### src/rtl/nasti_pkg.sv
// Shared NASTI encodings and types.
package nasti_pkg;

  localparam int unsigned LEN_W = 8;

  localparam logic [1:0] RESP_OKAY   = 2'b00;
  localparam logic [1:0] RESP_EXOKAY = 2'b01;
  localparam logic [1:0] RESP_SLVERR = 2'b10;
  localparam logic [1:0] RESP_DECERR = 2'b11;

  typedef logic [LEN_W-1:0] len_t;

endpackage

### src/rtl/nasti_err_slave_r.sv
// Read side of the error slave: answers each AR with len+1 error beats.
module nasti_err_slave_r
  import nasti_pkg::*;
#(
  parameter int unsigned ID_WIDTH     = 1,
  parameter int unsigned DATA_WIDTH   = 8,
  parameter int unsigned USER_WIDTH   = 1,
  parameter bit          LITE_MODE    = 1'b0,
  parameter logic [1:0]  ERR_RESP     = RESP_DECERR,
  parameter logic [DATA_WIDTH-1:0] DATA_PATTERN = '0
) (
  input  logic                  clk,
  input  logic                  rst,
  input  logic [ID_WIDTH-1:0]   ar_id,
  input  len_t                  ar_len,
  input  logic [USER_WIDTH-1:0] ar_user,
  input  logic                  ar_valid,
  output logic                  ar_ready,
  output logic [ID_WIDTH-1:0]   r_id,
  output logic [DATA_WIDTH-1:0] r_data,
  output logic [1:0]            r_resp,
  output logic                  r_last,
  output logic [USER_WIDTH-1:0] r_user,
  output logic                  r_valid,
  input  logic                  r_ready
);

  typedef enum logic {R_IDLE, R_DATA} r_state_e;

  r_state_e state;
  len_t     len;
  len_t     cnt;
  len_t     len_in;

  assign len_in = LITE_MODE ? '0 : ar_len;
  assign r_data = DATA_PATTERN;
  assign r_resp = ERR_RESP;

  // r_last is precomputed one beat ahead so it stays a plain flop output
  always_ff @(posedge clk or posedge rst) begin
    if (rst) begin
      state    <= R_IDLE;
      ar_ready <= 1'b1;
      r_valid  <= 1'b0;
      r_last   <= 1'b0;
      r_id     <= '0;
      r_user   <= '0;
      len      <= '0;
      cnt      <= '0;
    end else begin
      case (state)
        R_IDLE: begin
          if (ar_valid) begin
            state    <= R_DATA;
            ar_ready <= 1'b0;
            r_valid  <= 1'b1;
            r_id     <= ar_id;
            r_user   <= ar_user;
            len      <= len_in;
            cnt      <= '0;
            r_last   <= (len_in == '0);
          end
        end
        R_DATA: begin
          if (r_ready) begin
            if (r_last) begin
              state    <= R_IDLE;
              ar_ready <= 1'b1;
              r_valid  <= 1'b0;
              r_last   <= 1'b0;
            end else begin
              cnt    <= cnt + LEN_W'(1);
              r_last <= ((cnt + LEN_W'(1)) == len);
            end
          end
        end
        default: state <= R_IDLE;
      endcase
    end
  end

endmodule

### src/rtl/nasti_err_slave.sv
// Terminating NASTI slave: accepts every access and returns an error response.
module nasti_err_slave
  import nasti_pkg::*;
#(
  parameter int unsigned ID_WIDTH     = 1,
  parameter int unsigned ADDR_WIDTH   = 8,
  parameter int unsigned DATA_WIDTH   = 8,
  parameter int unsigned USER_WIDTH   = 1,
  parameter bit          LITE_MODE    = 1'b0,
  parameter logic [1:0]  ERR_RESP     = RESP_DECERR,
  parameter logic [DATA_WIDTH-1:0] DATA_PATTERN = '0
) (
  input  logic                    clk,
  input  logic                    rst,
  input  logic [ID_WIDTH-1:0]     aw_id,
  input  logic [ADDR_WIDTH-1:0]   aw_addr,
  input  logic [USER_WIDTH-1:0]   aw_user,
  input  logic                    aw_valid,
  output logic                    aw_ready,
  input  logic [DATA_WIDTH-1:0]   w_data,
  input  logic [DATA_WIDTH/8-1:0] w_strb,
  input  logic                    w_last,
  input  logic [USER_WIDTH-1:0]   w_user,
  input  logic                    w_valid,
  output logic                    w_ready,
  output logic [ID_WIDTH-1:0]     b_id,
  output logic [1:0]              b_resp,
  output logic [USER_WIDTH-1:0]   b_user,
  output logic                    b_valid,
  input  logic                    b_ready,
  input  logic [ID_WIDTH-1:0]     ar_id,
  input  logic [ADDR_WIDTH-1:0]   ar_addr,
  input  len_t                    ar_len,
  input  logic [USER_WIDTH-1:0]   ar_user,
  input  logic                    ar_valid,
  output logic                    ar_ready,
  output logic [ID_WIDTH-1:0]     r_id,
  output logic [DATA_WIDTH-1:0]   r_data,
  output logic [1:0]              r_resp,
  output logic                    r_last,
  output logic [USER_WIDTH-1:0]   r_user,
  output logic                    r_valid,
  input  logic                    r_ready
);

  typedef enum logic [1:0] {W_IDLE, W_DATA, W_RESP} w_state_e;

  w_state_e w_state;

  // Address, write payload and strobes are deliberately discarded
  logic unused_ok;
  assign unused_ok = ^{aw_addr, ar_addr, w_data, w_strb, w_user};

  assign b_resp = ERR_RESP;

  always_ff @(posedge clk or posedge rst) begin
    if (rst) begin
      w_state  <= W_IDLE;
      aw_ready <= 1'b1;
      w_ready  <= 1'b0;
      b_valid  <= 1'b0;
      b_id     <= '0;
      b_user   <= '0;
    end else begin
      case (w_state)
        W_IDLE: begin
          if (aw_valid) begin
            w_state  <= W_DATA;
            aw_ready <= 1'b0;
            w_ready  <= 1'b1;
            b_id     <= aw_id;
            b_user   <= aw_user;
          end
        end
        W_DATA: begin
          if (w_valid && (w_last || LITE_MODE)) begin
            w_state <= W_RESP;
            w_ready <= 1'b0;
            b_valid <= 1'b1;
          end
        end
        W_RESP: begin
          if (b_ready) begin
            w_state  <= W_IDLE;
            b_valid  <= 1'b0;
            aw_ready <= 1'b1;
          end
        end
        default: w_state <= W_IDLE;
      endcase
    end
  end

  nasti_err_slave_r #(
    .ID_WIDTH     (ID_WIDTH),
    .DATA_WIDTH   (DATA_WIDTH),
    .USER_WIDTH   (USER_WIDTH),
    .LITE_MODE    (LITE_MODE),
    .ERR_RESP     (ERR_RESP),
    .DATA_PATTERN (DATA_PATTERN)
  ) u_r (
    .clk      (clk),
    .rst      (rst),
    .ar_id    (ar_id),
    .ar_len   (ar_len),
    .ar_user  (ar_user),
    .ar_valid (ar_valid),
    .ar_ready (ar_ready),
    .r_id     (r_id),
    .r_data   (r_data),
    .r_resp   (r_resp),
    .r_last   (r_last),
    .r_user   (r_user),
    .r_valid  (r_valid),
    .r_ready  (r_ready)
  );

endmodule

### config.mk
export PLATFORM = sky130hd
export DESIGN_NAME = nasti_err_slave
export DESIGN_NICKNAME = d
export VERILOG_FILES = /design/src/rtl/nasti_pkg.sv /design/src/rtl/nasti_err_slave_r.sv /design/src/rtl/nasti_err_slave.sv
export SDC_FILE = /design/constraint.sdc
export NUM_CORES = 1
export LEC_CHECK = 0
export ABC_AREA = 0
export CAP_MARGIN = 40
export CORE_MARGIN = 2
export CORE_UTILIZATION = 30
export CTS_CLUSTER_SIZE = 30
export DETAILED_ROUTE_END_ITERATION = 6
export GPL_TIMING_DRIVEN = 0
export PLACE_DENSITY = 0.66
export SLEW_MARGIN = 20
export SYNTH_ARGS = -nofsm -noshare
export SYNTH_HDL_FRONTEND = slang
export SYNTH_SLANG_ARGS = --single-unit
### constraint.sdc
create_clock -name clk -period 2 [get_ports clk]
set_clock_uncertainty 0.1 [all_clocks]
set_input_delay 0.4 -clock clk [delete_from_list [all_inputs] [get_ports clk]]
set_output_delay 0.4 -clock clk [all_outputs]
set_load 0.01 [all_outputs]
# Word-level counts from Yosys, hierarchy flattened
# Cells that the tools add are included.
# classes
bitwise_logic	1
n_mux	33
reduce_logical	15
add_sub_neg	1
n_eq_ne	10
# ops
op	n
8-bit 2-to-1 mux	3
1-bit 2-to-1 mux	18
3-bit AND reduction	6
8-bit one-hot mux with 2 select lines	1
1-bit one-hot mux with 2 select lines	7
2-bit != test (second input constant)	6
8-bit by 1-bit adder with 8-bit output (second input constant)	1
8-bit equality test	1
8-bit zero test	1
2-bit 2-to-1 mux	3
2-bit one-hot mux with 3 select lines	1
2-bit AND reduction	3
2-bit nonzero test	3
2-bit by 1-bit equality test with 1-bit output (second input constant)	1
2-bit equality test (second input constant)	1
2-bit zero test	1
2-bit by 1-bit != test with 1-bit output (second input constant)	1
1-bit logical AND	1
1-bit NOT	1
# word_totals
elab_cells	74
regBits	29
out_inout_bits	22

# Logic depth before layout (Yosys ltp)
# Gate-level depths: netlist of the first run.
# logic_depth
ltp_word	5
depth_mapped	6

# Hierarchy
# Synthesis of the first run repeated with hierarchy kept, for this count alone.
# hier_totals
cells_unflattened	178
area_unflattened_um2	1616.6
# by_module_without_submodules
mod	n_inst	cells_each	area_each_um2
nasti_err_slave_r	1	148	1296.2
nasti_err_slave	1	30	320.3

# Worst setup path after synthesis of the first run
# OpenSTA, ideal clock, no wires.
# synth_path
kind	register to register
from	register u_r.cnt[0]
to	register u_r.r_last
path_buffers	0
arrival_time_ps	1408
setup_slack_ps	415
setup_time_ps	76
period_less_slack_ps	1585
stages_incl_launch_ff	7
cell_sequence	dfrtp_1 -> ha_1 -> xnor2_1 -> xnor2_1 -> nor4_1 -> nand4_1 -> o21ai_1
# synth_via
elab_chain_cells	5
# synth_rtl
item	line	rtl
from (decl)	nasti_err_slave_r.sv:32	len_t cnt;
from (signal assigned)	nasti_err_slave_r.sv:72	cnt <= cnt + LEN_W'(1);
8-bit by 1-bit adder with 8-bit output	nasti_err_slave_r.sv:73	r_last <= ((cnt + LEN_W'(1)) == len);
8-bit equality test	nasti_err_slave_r.sv:73	
1-bit 2-to-1 mux	nasti_err_slave_r.sv:66	if (r_last) begin
1-bit 2-to-1 mux	nasti_err_slave_r.sv:65	if (r_ready) begin
1-bit one-hot mux with 2 select lines	nasti_err_slave_r.sv:51	case (state)
to (signal assigned)	nasti_err_slave_r.sv:61	r_last <= (len_in == '0);
to (signal assigned)	nasti_err_slave_r.sv:73	
to (decl)	nasti_err_slave_r.sv:22	output logic r_last,
# Every way passes these cells. The select of a mux whose other input is x is not followed.
# A chain may end at the register's enable or synchronous reset.

# Worst setup path after layout of the first run
# layout_path
from	register u_r.ar_ready
to	output ar_ready
# layout_rtl
item	line	rtl
from (decl)	nasti_err_slave_r.sv:18	output logic ar_ready,
from (signal assigned)	nasti_err_slave_r.sv:43	ar_ready <= 1'b1;
from (signal assigned)	nasti_err_slave_r.sv:55	ar_ready <= 1'b0;
from (signal assigned)	nasti_err_slave_r.sv:68	ar_ready <= 1'b1;
to (decl)	nasti_err_slave.sv:36	output logic ar_ready,
# No word-level cell between the ends.

==> metrics.txt, run 1 <==
status complete, no violations; drt initial violations 29; Crit. End Element primary output; RSZ-0062 raised after global routing no; drt first pass iters 4; main flop type after synthesis dfrtp_1; Slew HR 56.58%; Worst Max-Slew Pin Slew 649.0 ps; Total GRT Usage 11.73%; setup_tns 0 ps; Leak roughly 0.9 nW; post-synthesis sequential area ratio 47.28%; number of enable flip-flop cells after synthesis 0; Crit Path Class reg -> out; Final Hold Violating Endpoints 0; post-synth top area cell dfrtp_1; Vias 1287; area grow syn2layout 35.17%; # Max-Cap Violations 0; Cells after Synth roughly 180; Required @ worst endpoint ~1500 ps; Core Region roughly 0.005 sq mm; Placer Congestion 0.7468; clock sink count 29; DR DRC count 0; CP cell instances clkdlybuf4s50_1; total grt overflow 0; number of I/O pins 68; die area between 0.005 and 0.006 sq mm; total power 2.607 mW; biggest regs u_r.cnt: 8 flops, u_r.len: 8 flops, w_state: 2 flops; Die Y between 70 and 80 microns; CP Launch Type flip-flop; total wire length roughly 3000 microns; DR vias/cell between 4 and 5; flop2flop setup slack 210 ps; Yosys top cell area share 43.87%; f_max 0.5392 GHz; initial antenna violation count 0; layout cell share with drive strength beyond 1 14.41%; VDD IR-drop max 0.0004956 V; average cell area after synthesis 8.801 sq um; Synth top cells by count nand2_1 (43), dfrtp_1 (27), buf_4 (12); HPWL Detailed between 2000 and 2500 microns; terminus of the critical flop-to-flop path u_r.r_last; Worst EP arrival 1350 ps; DIE WIDTH 75.65 microns; Worst Hold Launch u_r.r_id; final setup margin between 100 and 150 ps; starting density of the core 30.55%; vias in the first global route around 1.1k; nets 268; max-slew violations 0; worst min-delay path class reg -> reg; CTS tree built; Setup violations, final 0; Clock Latency Late Sink between 200 and 300 ps; Slowest-stage cell, CP dfstp_2; clk slew on worst S/H paths ~70 ps; Tmin final 1854 ps; Max clock buf depth 2; Antenna Nets Post-Route 0; level count of the clock H-tree 2; Netlist cell types 30; Syn. warnings 0; Seq cells post-synth 29; first-pass GRT wire length 5002 microns; hold depth 2; pre-CTS WS 20.60 ps; Post-synth ARST share 100.0%; Syn Std Cell Area 0.001540 sq mm; largest net degree at the start of global routing 30; Root Buffer clkbuf_8; WL per Instance 10.25 microns; critical path's top delay family flip-flops; Buffers on Ports 29; period utilization roughly 90%; Reg-to-Reg Start u_r.cnt[0]; row count 26; Min-Delay Endpoint u_r.r_id; Worst R2R Path Depth 6; Max FO, Critical Path 3; Worst Path Buf+Inv 1; most common cell in the netlist nand2_1; CP peak stage delay 540 ps; Ant. Diodes 0; P per Cell Area 1252 mW/mm^2; synth top area cells dfrtp_1 (44%), nand2_1 (10%), buf_4 (5.8%), xnor2_1 (5.1%), dfstp_2 (3.4%); hold_buf cts 0; CTS Buf Count 5
worst max path at each step:
| stage | startpoint | endpoint | slack [ps] | cells past startpoint |
|---|---|---|---|---|
| 2_1_floorplan | u_r.cnt[0] | u_r.r_last | 420 | 6 |
| 3_3_place_gp | r_ready | u_r.cnt[6] | 10 | 5 |
| 3_5_place_dp | r_ready | u_r.cnt[6] | 20 | 5 |
| 4_1_cts | u_r.ar_ready | ar_ready | 130 | 1 |
| 5_1_grt | u_r.cnt[0] | u_r.r_last | 70 | 6 |
| 6_report | u_r.ar_ready | ar_ready | 150 | 1 |
layout make-up:
type	instances	area [sq um]
plain buffers	18	116.4
repair buffers	29	290.3
inverters	5	18.77
multi-input cells	133	720.7
fillers	521	2960
clock inverters	2	37.54
well taps	70	87.58
flip-flops and latches	29	728.2
clock buffers	6	82.58
per-stage QoR:
step	util (%)	std cells	hold slack [ps]	cell area [sq um]
floorplan	-	185	365.2	1578
CTS	41.17	292	381.1	2076
global route	41.29	292	407.1	2082
detailed placement	38.78	284	366.2	1956
global placement	38.78	284	369.1	1956
finish	41.29	292	378.0	2082
cells in the final DEF (no fill, tap or decap):
| master | instances |
|---|---|
| nand2_1 | 43 |
| clkdlybuf4s50_1 | 29 |
| dfrtp_1 | 27 |
| buf_4 | 12 |
| conb_1 | 12 |
| nor2_1 | 11 |
| o21ai_0 | 10 |
| a21oi_1 | 9 |
| xnor2_1 | 9 |
| nand3_1 | 6 |
| clkbuf_8 | 6 |
| xor2_1 | 5 |
| inv_1 | 4 |
| buf_2 | 3 |
| clkbuf_1 | 3 |
| nor3_1 | 3 |
| a31oi_1 | 3 |
| o31ai_1 | 3 |
| nand2b_1 | 2 |
| and3_4 | 2 |
| nor4_1 | 2 |
| nand4_1 | 2 |
| mux2_2 | 2 |
| dfstp_2 | 2 |
| nand3_4 | 1 |
| a22o_1 | 1 |
| a311oi_1 | 1 |
| nand3b_1 | 1 |
| nor4_2 | 1 |
| o21ai_1 | 1 |
| and2_1 | 1 |
| o21a_1 | 1 |
| inv_2 | 1 |
| ha_1 | 1 |
| clkinvlp_4 | 1 |
| bufinv_16 | 1 |
kinds of logic after synthesis:
kind of cell / synth area share [%]
flip-flops: 47.28
AND/OR/NAND/NOR: 22.42
AO/OA/AOI/OAI: 10.80
buffers and inverters: 8.773
XOR/XNOR: 7.961
multiplexers: 1.462
adder cells (fa/ha/maj): 0.8122
other: 0.4876
metal layers:
layer  track usage [%]  share of wire [%]
met1             14.87                 46
met2             18.74                 46
met3             3.571                6.1
met4             4.678                1.6
met5                 0                  0
repair_timing:
| item | 4_1_cts | 5_1_grt |
|---|---|---|
| buffers inserted | 0 | 0 |
| endpoints found under the setup margin | 0 | 1 |
| endpoints found under the hold margin | 0 | 0 |
| resized for setup | 0 | 1 |
report_power, final:
group | switching [mW] | total [mW] | internal (mW)
logic | 0.457 | 0.946 | 0.489
registers | 0.205 | 1.02 | 0.818
clock network | 0.233 | 0.638 | 0.405
No activity file was read; power rests on OpenSTA's default activity.
==> inputs of run 2 (changes only) <==
--- a/config.mk
+++ b/config.mk
@@ -12,7 +12,6 @@
 export CTS_CLUSTER_SIZE = 30
 export DETAILED_ROUTE_END_ITERATION = 6
 export GPL_TIMING_DRIVEN = 0
-export PLACE_DENSITY = 0.66
 export SLEW_MARGIN = 20
 export SYNTH_ARGS = -nofsm -noshare
 export SYNTH_HDL_FRONTEND = slang
==> run 2 against run 1 <==
Against the previous run: global-route usage up 1.0 points; clock-buffer cell count grew 2; sequential power is essentially flat; routed wire length grew 3.5%; worst setup slack better by 13 ps; register-to-register slack improved by 30 ps; combinational power fell by 2.1%; via count shrank 4.0%; sequential share of layout area rose by 0.62 points.
==> metrics.txt, run 2 (synthesis results as in run 1) <==
status complete, no violations (unchanged); CP Launch Type flip-flop (unchanged); DR DRC count 0 (unchanged); Clock Latency Late Sink 280 ps (about the same); Required @ worst endpoint 1500 ps (about the same); Max clock buf depth 2 (unchanged); Tmin final 1841 ps (was 1854 ps); Cell Int Power 1.583 mW (was 1.712 mW); critical path's top delay family flip-flops (unchanged); total grt overflow 0 (unchanged); Root Buffer clkbuf_8 (unchanged); drt first pass iters 4 (unchanged); CP Depth 1 (unchanged); sw frac 35.17% (was 34.35%); Area after DPL 0.001956 sq mm (unchanged); layout cell share with drive strength beyond 1 13.06% (was 14.41%); flop2flop setup slack 240 ps (was 210 ps); Max FO, Critical Path 3 (unchanged); final setup margin 158.7 ps (was 145.5 ps); Die Y 75.65 microns (unchanged); clock power share 20.1% (was 24.5%); CP cell instances clkdlybuf4s50_1 (unchanged); clock sink count 29 (unchanged); Vias 1236 (was 1287); initial antenna violation count 0 (unchanged); P per Cell Area 1193 mW/mm^2 (was 1252 mW/mm^2); CP peak stage delay 540 ps (about the same); f_max 0.5431 GHz (was 0.5392 GHz); Comb pwr share 37.9% (was 36.3%); Design Area, Final 0.002046 sq mm (was 0.002082 sq mm); Reg-to-Reg Start u_r.cnt[0] (unchanged); Min-Delay Endpoint u_r.r_id (unchanged); nets 268 (unchanged); # Max-Cap Violations 0 (unchanged); number of I/O pins 68 (unchanged); number of fill cells 512 (was 521); Multi-input gate area 714.4 sq um (was 720.7 sq um); Total GRT Usage 12.73% (was 11.73%); largest net degree at the start of global routing 30 (unchanged); RSZ-0062 raised after global routing no (unchanged); HPWL Detailed 2296 microns (was 2231 microns); Worst EP arrival 1340 ps (was 1350 ps); Worst Max-Slew Pin Slew 608.0 ps (was 649.0 ps); starting density of the core 30.55% (unchanged); hold depth 2 (unchanged); commonest non-fill, non-tap cell in the layout nand2_1 (unchanged); worst min-delay path class reg -> reg (unchanged); area grow syn2layout 32.82% (was 35.17%); Worst Hold Launch u_r.r_id (unchanged); VDD IR-drop max 0.0005151 V (was 0.0004956 V); register area 728.2 sq um (unchanged); Slew HR 59.41% (was 56.58%); setup_tns 0 ps (unchanged); WL per Instance 10.61 microns (was 10.25 microns); Worst R2R Path Depth 6 (unchanged); DIE WIDTH 75.65 microns (unchanged); most frequent cells in the layout nand2_1 (43), clkdlybuf4s50_1 (29), dfrtp_1 (27) (unchanged); Crit. End Element primary output (unchanged); DR vias/cell 4.233 (was 4.408); vias in the first global route 1199 (was 1106); switching pwr 0.8586 mW (was 0.8956 mW); drt initial violations 65 (was 29); Ant. Diodes 0 (unchanged); CTS Buf Count 5 (unchanged); clk slew on worst S/H paths 60 ps (was 70 ps); Core Region 0.005042 sq mm (unchanged); terminus of the critical flop-to-flop path u_r.r_last (unchanged); level count of the clock H-tree 2 (unchanged); CTS tree built (unchanged); max-slew violations 0 (unchanged); pre-CTS WS 3.563 ps (was 20.60 ps); Setup violations, final 0 (unchanged); biggest regs u_r.cnt: 8 flops, u_r.len: 8 flops, w_state: 2 flops (unchanged); Worst Path Buf+Inv 1 (unchanged); total wire length 3099 microns (was 2993 microns); Slowest-stage cell, CP dfstp_2 (unchanged); period utilization 92.06% (was 92.72%); Leak 0.9023 nW (was 0.9147 nW); Placer Congestion 0.7476 (was 0.7468); hold_buf cts 0 (unchanged); Buffers on Ports 29 (unchanged); first-pass GRT wire length 5375 microns (was 5002 microns); Final Hold Violating Endpoints 0 (unchanged); row count 26 (unchanged); Post-CTS Setup Bufs 0 (unchanged); Crit Path Class reg -> out (unchanged); Antenna Nets Post-Route 0 (unchanged); die area 0.005723 sq mm (unchanged); register share of total power 42.0% (was 39.3%); post-cts repair resize count 0 (unchanged)
==> run 2: cell types whose count changed in the layout (fill, tap and decap cells not counted) <==
cell | previous run | this run
bufinv_16 | 1 | 0
nor4_2 | 1 | 0
clkbuf_1 | 3 | 5
nor4_1 | 2 | 3
clkinvlp_4 | 1 | 0
==> run 2: worst reg2reg max path: stages (launching register included) <==
cell and delay [ps]:
dfrtp_1 460, ha_1 290, xnor2_1 200, xnor2_1 90, nor4_1 280, nand4_1 120
o21ai_1 140
==> run 2: cell type report <==
type / instances / share of cell area, %
flip-flops and latches: 29 / 35.60
multi-input cells: 133 / 34.92
repair buffers: 29 / 14.19
clock buffers: 8 / 4.404
plain buffers: 18 / 5.688
inverters: 5 / 0.9174
well taps: 70 / 4.281
==> run 2: how the worst max path moves through the flow <==
stage	start	end	slack, ps
after floorplan	u_r.cnt[0]	u_r.r_last	420
after global placement	r_ready	u_r.cnt[6]	20
after detailed placement	r_ready	u_r.cnt[2]	4
after CTS	aw_ready	aw_ready	140
after global routing	aw_ready	aw_ready	110
final	u_r.ar_ready	ar_ready	160
==> run 2: metrics by stage <==
step                hold slack, ps  power [mW]  std cells  util (%)
floorplan                    365.2       1.614        185         -
global placement             370.1       1.951        284     38.78
detailed placement           367.3       1.974        284     38.78
CTS                          380.4       2.479        292     40.57
global route                 401.1       2.656        292     40.57
finish                       376.9       2.441        292     40.57
==> run 2: metal layers <==
metal,part of all wire [%],wire (microns),vias to the layer above,GRT usage [%]
li1,-,-,650,-
met1,49,1504,553,15.97
met2,45,1397,29,19.52
met3,4.4,135,4,4.233
met4,2.0,61,0,6.628
met5,0,0,-,0
==> run 2: power groups by stage <==
| stage | logic (mW) | clock network [mW] | registers (mW) |
|---|---|---|---|
| 2_1_floorplan | 0.582 | 0 | 1.03 |
| 3_3_place_gp | 0.919 | 0 | 1.03 |
| 3_5_place_dp | 0.939 | 0 | 1.03 |
| 4_1_cts | 0.944 | 0.509 | 1.02 |
| 5_1_grt | 1.05 | 0.544 | 1.06 |
| 6_report | 0.926 | 0.490 | 1.03 |
